==> config.mk <==
export PLATFORM = sky130hd
export DESIGN_NAME = add_serial_sched
export DESIGN_NICKNAME = d
export VERILOG_FILES = /design/src/rtl/add_sched_pkg.sv /design/src/rtl/serial_add_core.sv /design/src/rtl/add_serial_sched.sv
export SDC_FILE = /design/constraint.sdc
export NUM_CORES = 1
export LEC_CHECK = 0
export BUFFER_PORTS_ARGS = -buffer_cell sky130_fd_sc_hd__clkbuf_2
export CORE_MARGIN = 4
export CORE_UTILIZATION = 45
export DETAILED_ROUTE_END_ITERATION = 12
export PLACE_DENSITY = 0.81
export SLEW_MARGIN = 20
export SYNTH_ARGS = -nofsm -noshare
export SYNTH_HDL_FRONTEND = slang
export SYNTH_HIERARCHICAL = 1
export SYNTH_SLANG_ARGS = --single-unit
==> constraint.sdc <==
create_clock -name clk -period 1.9 [get_ports clk]
set_clock_uncertainty 0.1 [all_clocks]
set_input_delay 0 -clock clk [delete_from_list [all_inputs] [get_ports clk]]
set_output_delay 0 -clock clk [all_outputs]
set_load 0.005 [all_outputs]
==> src/rtl/add_sched_pkg.sv <==
// Shared definitions for the serial-adder scheduler: FSM state encoding and default sizes.
package add_sched_pkg;

    typedef enum logic [1:0] {
        IDLE = 2'd0,
        ADD  = 2'd1,
        DONE = 2'd2
    } state_t;

    localparam int DEF_WIDTH = 8;
    localparam int DEF_NREQ  = 4;

endpackage

==> src/rtl/serial_add_core.sv <==
// Bit-serial ripple adder datapath: operands shift out LSB-first, sum shifts in at the MSB.
// Final-carry register present only when ADD_SERIAL_SCHED_COUT_EN is defined.
module serial_add_core
    import add_sched_pkg::*;
#(
    parameter int WIDTH = DEF_WIDTH
) (
    input  logic                       clk,
    input  logic                       rst,
    input  logic                       load_i,
    input  logic                       step_i,
    input  logic                       last_i,
    input  logic [WIDTH-1:0]           a_i,
    input  logic [WIDTH-1:0]           b_i,
    output logic [$clog2(WIDTH)-1:0]   cnt_o,
`ifdef ADD_SERIAL_SCHED_COUT_EN
    output logic                       cout_o,
`endif
    output logic [WIDTH-1:0]           sum_o
);

    localparam int CW = $clog2(WIDTH);

    logic [WIDTH-1:0] a_q, b_q, sum_q;
    logic             carry_q;
    logic [CW-1:0]    cnt_q;
    logic             sum_bit, carry_d;

    assign sum_bit = a_q[0] ^ b_q[0] ^ carry_q;
    assign carry_d = (a_q[0] & b_q[0]) | (a_q[0] & carry_q) | (b_q[0] & carry_q);

    always_ff @(posedge clk or posedge rst) begin
        if (rst) begin
            a_q     <= '0;
            b_q     <= '0;
            sum_q   <= '0;
            carry_q <= 1'b0;
            cnt_q   <= '0;
        end else if (load_i) begin
            a_q     <= a_i;
            b_q     <= b_i;
            carry_q <= 1'b0;
            cnt_q   <= '0;
        end else if (step_i) begin
            a_q     <= a_q >> 1;
            b_q     <= b_q >> 1;
            sum_q   <= {sum_bit, sum_q[WIDTH-1:1]};
            carry_q <= carry_d;
            cnt_q   <= last_i ? '0 : cnt_q + 1'b1;
        end
    end

`ifdef ADD_SERIAL_SCHED_COUT_EN
    logic cout_q;

    always_ff @(posedge clk or posedge rst) begin
        if (rst) begin
            cout_q <= 1'b0;
        end else if (load_i) begin
            cout_q <= 1'b0;
        end else if (step_i && last_i) begin
            cout_q <= carry_d;
        end
    end

    assign cout_o = cout_q;
`endif

    assign cnt_o = cnt_q;
    assign sum_o = sum_q;

endmodule

==> src/rtl/add_serial_sched.sv <==
// Round-robin scheduler sharing one bit-serial adder among NREQ requesters.
// Define ADD_SERIAL_SCHED_COUT_EN to expose the final carry on res_cout.
module add_serial_sched
    import add_sched_pkg::*;
#(
    parameter int NREQ  = DEF_NREQ,
    parameter int WIDTH = DEF_WIDTH
) (
    input  logic                      clk,
    input  logic                      rst,
    input  logic [NREQ-1:0]           req,
    input  logic [NREQ*WIDTH-1:0]     a_in,
    input  logic [NREQ*WIDTH-1:0]     b_in,
    output logic [NREQ-1:0]           gnt,
    output logic                      busy,
    output logic                      res_valid,
    input  logic                      res_ready,
`ifdef ADD_SERIAL_SCHED_COUT_EN
    output logic                      res_cout,
`endif
    output logic [WIDTH-1:0]          res_sum,
    output logic [$clog2(NREQ)-1:0]   res_id
);

    localparam int IDW = $clog2(NREQ);
    localparam int CW  = $clog2(WIDTH);

    state_t           state_q;
    logic [IDW-1:0]   last_id_q, res_id_q;
    logic [IDW-1:0]   win_id, idx;
    logic             win_found;
    logic [WIDTH-1:0] a_sel, b_sel;
    logic             load, step, last;
    logic [CW-1:0]    cnt;

    // Search starts one past the last served requester, giving strict rotation.
    always_comb begin
        win_found = 1'b0;
        win_id    = '0;
        idx       = '0;
        for (int unsigned k = 1; k <= NREQ; k++) begin
            idx = IDW'((32'(last_id_q) + k) % NREQ);
            if (!win_found && req[idx]) begin
                win_found = 1'b1;
                win_id    = idx;
            end
        end
    end

    always_comb begin
        a_sel = '0;
        b_sel = '0;
        for (int unsigned i = 0; i < NREQ; i++) begin
            if (IDW'(i) == win_id) begin
                a_sel = a_in[i*WIDTH +: WIDTH];
                b_sel = b_in[i*WIDTH +: WIDTH];
            end
        end
    end

    assign load = (state_q == IDLE) && win_found;
    assign step = (state_q == ADD);
    assign last = step && (cnt == CW'(WIDTH - 1));

    // gnt marks the capture cycle itself, so it is decoded from IDLE and masked by reset.
    always_comb begin
        gnt = '0;
        if (load && !rst) gnt[win_id] = 1'b1;
    end

    always_ff @(posedge clk or posedge rst) begin
        if (rst) begin
            state_q   <= IDLE;
            last_id_q <= IDW'(NREQ - 1);
            res_id_q  <= '0;
        end else begin
            case (state_q)
                IDLE: if (win_found) begin
                    state_q  <= ADD;
                    res_id_q <= win_id;
                end
                ADD: if (last) state_q <= DONE;
                DONE: if (res_ready) begin
                    last_id_q <= res_id_q;
                    state_q   <= IDLE;
                end
                default: state_q <= IDLE;
            endcase
        end
    end

    serial_add_core #(
        .WIDTH(WIDTH)
    ) u_core (
        .clk    (clk),
        .rst    (rst),
        .load_i (load),
        .step_i (step),
        .last_i (last),
        .a_i    (a_sel),
        .b_i    (b_sel),
        .cnt_o  (cnt),
`ifdef ADD_SERIAL_SCHED_COUT_EN
        .cout_o (res_cout),
`endif
        .sum_o  (res_sum)
    );

    assign busy      = (state_q != IDLE);
    assign res_valid = (state_q == DONE);
    assign res_id    = res_id_q;

endmodule

Yosys cells after proc, flatten, opt, wreduce, memory -nomap -nowiden
Index checks and enable logic that the tools add are counted.
Word-level totals
  register bits after elaboration: 34
  bits of input ports: 71
  output and inout bits: 16
  logic and storage cells: 95
Operators by class
  $add $sub $neg: 5
  magnitude comparators: 6
  equal/unequal tests: 9
  muxes and demuxes: 40
  bitwise logic cells: 8
  reduce and logical (&&, ||, !) cells: 19
Operators with widths (count)
  $mux W8: 12
  $lt A2 B3 Y1 const B: 5
  $mux W2: 7
  $mux W1: 11
  $mux W3: 3
  $bmux W1 S2: 4
  $logic_and A1 B1 Y1: 7
  $pmux W2 S3: 1
  $reduce_and A2 Y1: 3
  $add A2 B1 Y2 const B: 2
  $add A2 B2 Y2 const B: 2
  $eq A2 B2 Y1 const A: 2
  $logic_not A1 Y1: 4
  $logic_not A2 Y1: 2
  $mux W4: 1
  $ne A2 B1 Y1 const B: 2
  $reduce_bool A2 Y1: 2
  $add A3 B1 Y3 const B: 1
  $and A1 B1 Y1: 3
  $eq A3 B3 Y1 const B: 1
  $reduce_and A3 Y1: 1
  $demux W1 S2: 1
  $eq A1 B2 Y1 const A: 1
  $eq A2 B1 Y1 const B: 1
  other kinds (6): 8

Longest topological paths before layout
  word-level depth: 19
  mapped depth: 8
  mapped depth without buffers: 6

By module
The synthesis kept the hierarchy.
Modules (own cells, without submodules)
  serial_add_core: times used 1, cells each 112, area an instance 1315.0 µm², seq. area each 700.7 µm²
  add_serial_sched: times used 1, cells each 144, area an instance 1163.6 µm², seq. area each 152.6 µm²

Worst setup path before layout
OpenSTA, ideal clock, no wires.
  kind: register to register
  from: reg last_id_q[1]
  to: reg u_core.a_q[4]
  library setup time: 0.133 ns
  arrival time: 1.819 ns
  data required time: 1.667 ns
  setup slack: -0.152 ns
  stages on the path, launching flop included: 8
  path buffers: 1
  clock period less this slack: 2.052 ns
  cells stage by stage: dfstp_2 mux2_4 a22oi_4 nand2_4 buf_6 o32a_1 nand2_1 o21ai_0
Between the ends
  word-level cells in the longest chain between the ends: 19
  elaborated cells between the ends (all ways): 37
  classes of those cells: 4 x add/sub; 3 x eq/ne; 21 x mux; 9 x reduce/logical
Ends and longest elaborated chain
  start, declared: RTL line add_serial_sched.sv:29  | logic [IDW-1:0] last_id_q, res_id_q;
  start signal, assigned: RTL line add_serial_sched.sv:74  | last_id_q <= IDW'(NREQ - 1);
  start signal, assigned: RTL line add_serial_sched.sv:84  | last_id_q <= res_id_q;
  $add A2 B1 Y2: RTL line add_serial_sched.sv:42  | idx = IDW'((32'(last_id_q) + k) % NREQ);
  $bmux W1 S2: RTL line add_serial_sched.sv:43  | if (!win_found && req[idx]) begin
  $mux W1 (implied by the code): RTL line add_serial_sched.sv:43
  $mux W1: RTL line add_serial_sched.sv:43
  $logic_not A1 Y1: RTL line add_serial_sched.sv:43
  $logic_and A1 B1 Y1: RTL line add_serial_sched.sv:43
  $mux W1: RTL line add_serial_sched.sv:43
  $logic_not A1 Y1: RTL line add_serial_sched.sv:43
  (+2 left out)
  $logic_not A1 Y1: RTL line add_serial_sched.sv:43
  $logic_and A1 B1 Y1: RTL line add_serial_sched.sv:43
  $mux W2 (*): RTL line add_serial_sched.sv:43
  $logic_not A2 Y1: RTL line add_serial_sched.sv:54  | if (IDW'(i) == win_id) begin
  $mux W8 (3 in a row): RTL line add_serial_sched.sv:54
  $mux W8 (*): RTL line add_serial_sched.sv:54
  named net a_sel[4]: RTL line add_serial_sched.sv:32  | logic [WIDTH-1:0] a_sel, b_sel;
  $mux W8 (*): RTL line serial_add_core.sv:39  | end else if (load_i) begin
  end signal, assigned: RTL line serial_add_core.sv:40  | a_q <= a_i;
  end signal, assigned: RTL line serial_add_core.sv:45  | a_q <= a_q >> 1;
  end, declared: RTL line serial_add_core.sv:24  | logic [WIDTH-1:0] a_q, b_q, sum_q;
Mark *: on every way through the listed nets, which the timed path passes. The rest lies on a longest branch. The select of a mux whose other input is x is not followed.
A chain may end at the register's enable or synchronous reset.

Worst setup path after layout
  from: reg last_id_q[1]
  to: reg u_core.a_q[7]
The elaborated chain is that of the path after synthesis.

==> impl_metrics.prom <==
# TYPE chip_impl_metric gauge
chip_impl_metric{name="period_share",unit=""} 1.04
chip_impl_metric{name="syn-num-nets",unit=""} 329
chip_impl_metric{name="postRouteAntennaNets",unit=""} 0
chip_impl_metric{name="vias_per_cell",unit=""} 5.58
chip_impl_metric{name="via_count_of_the_first_global_routing_pass",unit=""} 2223
chip_impl_metric{name="design.portCount",unit=""} 87
chip_impl_metric{name="via_count",unit=""} 2355
chip_impl_metric{name="drt_iter0_drc",unit=""} 182
chip_impl_metric{name="area.growth.synth_to_final",unit="%"} 36.2
chip_impl_metric{name="grt_first_pass_wirelength",unit="µm"} 10600
chip_impl_metric{name="cts_max_level",unit=""} 2
chip_impl_metric{name="pwr-share-clk",unit=""} 0.115
chip_impl_metric{name="setup_viol_count_final",unit=""} 20
chip_impl_metric{name="syn_avg_cell_area",unit="µm²"} 9.68
chip_impl_metric{name="netlist_area",unit="µm²"} 2480
chip_impl_metric{name="layout.core_utilization",unit=""} 0.645
chip_impl_info{name="hold_path_class",value="in2reg"} 1
chip_impl_metric{name="layout_setup_ws",unit="ns"} -0.0792
chip_impl_metric{name="synth.yosys.seq_area_share",unit=""} 0.344
chip_impl_metric{name="cell_internal_pwr",unit="mW"} 2.66
chip_impl_metric{name="cts_max_path_buffers",unit=""} 2
chip_impl_metric{name="max-slew-margin-rel",unit=""} 0.687
chip_impl_metric{name="placeableCoreArea",unit="µm²"} 5240
chip_impl_metric{name="switchingPower",unit="mW"} 1.62
chip_impl_info{name="cpMaxStageDelayCell",value="sky130_fd_sc_hd__dfstp_2"} 1
chip_impl_metric{name="post_route_cells_drive_above_1_share",unit=""} 0.423
chip_impl_metric{name="pwr_density_cell",unit="nW/µm²"} 1270
chip_impl_metric{name="ir_worst_vdd",unit="µV"} 904
chip_impl_info{name="path_class",value="reg2reg"} 1
chip_impl_metric{name="final_max_slew_viol_count",unit=""} 0
chip_impl_metric{name="timing.max_cap.violations",unit=""} 0
chip_impl_metric{name="endpoint_arrival_time_on_the_critical_path",unit="ns"} 2.03
chip_impl_metric{name="power_frac_comb",unit=""} 0.584
chip_impl_metric{name="critPathRequiredTime",unit="ns"} 1.96
chip_impl_metric{name="largest_net_degree_at_the_start_of_global_routing",unit=""} 55
chip_impl_metric{name="antenna_found_initial",unit=""} 0
chip_impl_metric{name="finalWorstPathRequiredPeriod",unit="ns"} 1.98
chip_impl_metric{name="finalNetCount",unit=""} 424
chip_impl_info{name="critical_path.cell_chain",value="mux2_4 > a22oi_4 > buf_6 > nand2_4 > o32a_1 > nand2_1 > o21ai_1"} 1
chip_impl_info{name="endpoint_kind",value="flop"} 1
chip_impl_metric{name="die_area",unit="µm²"} 6760
chip_impl_metric{name="synth.ff_latch_count",unit=""} 34
chip_impl_metric{name="worstMarginPinSlew",unit="ns"} 0.469
chip_impl_metric{name="post_synthesis_cell_count",unit=""} 256
chip_impl_metric{name="delay_of_the_slowest_critical_path_stage",unit="ns"} 0.56
chip_impl_info{name="startpoint_type",value="flop"} 1
chip_impl_metric{name="grt_util_all_layers",unit=""} 0.201
chip_impl_metric{name="yosysWarnings",unit=""} 6
chip_impl_metric{name="drtPass1Iterations",unit=""} 4
chip_impl_metric{name="number_of_buffers_created_by_cts",unit=""} 5
chip_impl_metric{name="starting_density_of_the_core",unit=""} 0.473
chip_impl_info{name="result_of_the_run",value="complete, but fails checks"} 1
chip_impl_info{name="cts_tree",value="done"} 1
chip_impl_metric{name="antennaDiodeCount",unit=""} 0
chip_impl_metric{name="synth.distinct_cells",unit=""} 41
chip_impl_metric{name="drt-total-wl",unit="µm"} 6730
chip_impl_metric{name="fmax",unit="GHz"} 0.505
chip_impl_metric{name="clkSinkCount",unit=""} 34
chip_impl_metric{name="total_count_of_hold_check_failures_in_the_final_report",unit=""} 0
chip_impl_metric{name="portBuffers",unit=""} 86
chip_impl_info{name="most_common_cell_after_layout_fill_and_taps_aside",value="sky130_fd_sc_hd__clkbuf_2"} 1
chip_impl_metric{name="cts.reportedPaths.clkPinSlew",unit="ns"} 0.07
chip_impl_metric{name="die_h",unit="µm"} 82.2
chip_impl_metric{name="hpwl",unit="µm"} 4760
chip_impl_info{name="cts_root_buf",value="sky130_fd_sc_hd__clkbuf_8"} 1
chip_impl_metric{name="power_leakage",unit="nW"} 1.68
chip_impl_metric{name="timing.critical_path.fanout_max",unit=""} 4
chip_impl_metric{name="dpl_worst_slack",unit="ns"} -0.0651
chip_impl_metric{name="grt-ovfl-total",unit=""} 0
chip_impl_metric{name="die_wd",unit="µm"} 82.2
chip_impl_info{name="layout.cells.most_common_list",value="sky130_fd_sc_hd__clkbuf_2, sky130_fd_sc_hd__a21boi_0, sky130_fd_sc_hd__dfrtp_1"} 1
chip_impl_metric{name="flop_pwr_share",unit=""} 0.301
chip_impl_info{name="violations",value="negative setup slack"} 1
chip_impl_metric{name="floorplan.rows",unit=""} 26
chip_impl_info{name="rsz0062_at_grt",value="yes"} 1
chip_impl_metric{name="count_of_unresolved_drc_violations_after_routing",unit=""} 0
chip_impl_metric{name="worstSkewPairLatency",unit="ns"} 0.27
chip_impl_metric{name="routabilityCongestion",unit=""} 0.878
chip_impl_metric{name="p_sw_frac",unit=""} 0.378
chip_impl_metric{name="route.detailed.wl_per_inst",unit="µm"} 15.9
[final timing paths]
path,from,end,slack (ns),depth (start not counted)
worst max-delay path,last_id_q[1],u_core/a_q[7],-0.08,7
worst min register to register,u_core/cnt_o[2],u_core/cnt_o[2],0.37,1
worst min-delay path,a_in[29],u_core/a_q[5],0.11,5
worst max register to register,last_id_q[1],u_core/a_q[7],-0.08,7
min in group asynchronous,rst,state_q[1],0.22,3
max in group asynchronous,rst,u_core/b_q[0],0.83,4
[Yosys cell counts (all sizes together)]
master | instances | share of area
a211oi | 1 | 0.0030
a21boi | 33 | 0.10
a21o | 2 | 0.0061
a21oi | 2 | 0.0040
a22oi | 1 | 0.0086
a31oi | 1 | 0.0025
a32o | 16 | 0.065
and2 | 2 | 0.0050
and3 | 16 | 0.040
buf | 17 | 0.046
clkbuf | 9 | 0.014
dfrtp | 32 | 0.32
dfstp | 2 | 0.021
fa | 1 | 0.0081
ha | 1 | 0.0050
inv | 9 | 0.014
mux2 | 10 | 0.058
mux2i | 15 | 0.061
nand2 | 24 | 0.039
nand2b | 4 | 0.010
nand3 | 1 | 0.0020
nand3b | 1 | 0.0030
nand4bb | 1 | 0.0045
nor2 | 3 | 0.0045
nor2b | 6 | 0.018
nor3b | 1 | 0.0030
nor4 | 4 | 0.010
o21a | 1 | 0.0030
o21ai | 20 | 0.040
o21bai | 1 | 0.0045
o2bb2ai | 1 | 0.0035
o32a | 16 | 0.065
or2 | 1 | 0.0025
or3b | 1 | 0.0035
[cell families after synthesis]
| kind of cell | after synthesis | share of synthesized area |
|---|---|---|
| AO/OA/AOI/OAI | 95 | 0.305 |
| AND/OR/NAND/NOR | 65 | 0.146 |
| buffers and inverters | 35 | 0.0732 |
| flip-flops | 34 | 0.344 |
| multiplexers | 25 | 0.118 |
| adder cells (fa/ha/maj) | 2 | 0.0131 |
[metal layers]
layer,GRT usage,vias up,share of wire
li1,-,1153,-
met1,0.274,1116,0.44
met2,0.343,82,0.49
met3,0.0304,4,0.064
met4,0.0316,0,0.0037
met5,0,-,0
[state kept, by name (all words and copies together) (netlist names)]
signal	flops
last_id_q	2
u_core/a_q	8
res_id	2
state_q	2
u_core/carry_q	1
u_core/b_q	8
u_core/sum_o	8
u_core/cnt_o	3
[power groups by stage]
stage | Clock [mW] | Sequential, mW | Combinational, mW
finish | 0.494 | 1.29 | 2.50
global route | 0.549 | 1.34 | 2.73
CTS | 0.510 | 1.29 | 2.41
detailed placement | 0 | 1.29 | 2.14
global placement | 0 | 1.27 | 2.08
floorplan | 0 | 1.25 | 1.60
[stage by stage]
stage | power [mW] | setup TNS (ns) | std cells | hold slack [ns] | instance area [µm²]
floorplan | 2.85 | -0.769 | 256 | -0.310 | 2480
global placement | 3.35 | -0.0134 | 401 | -0.121 | 3040
detailed placement | 3.43 | -0.305 | 401 | -0.118 | 3040
CTS | 4.21 | -1.10 | 420 | 0.115 | 3310
global route | 4.62 | -2.73 | 422 | 0.132 | 3380
finish | 4.29 | -1.21 | 422 | 0.110 | 3380
[repair_timing]
action	CTS	global route
setup buffers	6	1
hold buffers	2	0
pin swaps	6	5
setup endpoints to repair	16	21
cloned	3	1
hold endpoints to repair	18	0
resized for setup	20	17
[layout make-up]
cell class                 count  area, µm²
fill                         412       1860
sequential                    34        853
tap                           70       87.6
multi-input combinational    190       1580
timing repair buffer         111        744
clock buffer                   8       80.1
inverter                       9       33.8
[critical path: cells and delay by family (launching register included)]
family | cells | cell delay (ns)
buffers and inverters | 1 | 0.18
and+or+nand+nor | 2 | 0.14
AOI/OAI and AO/OA | 3 | 0.55
muxes | 1 | 0.32
DFF | 1 | 0.56
Note: power is estimated with default switching activity, not from simulation.
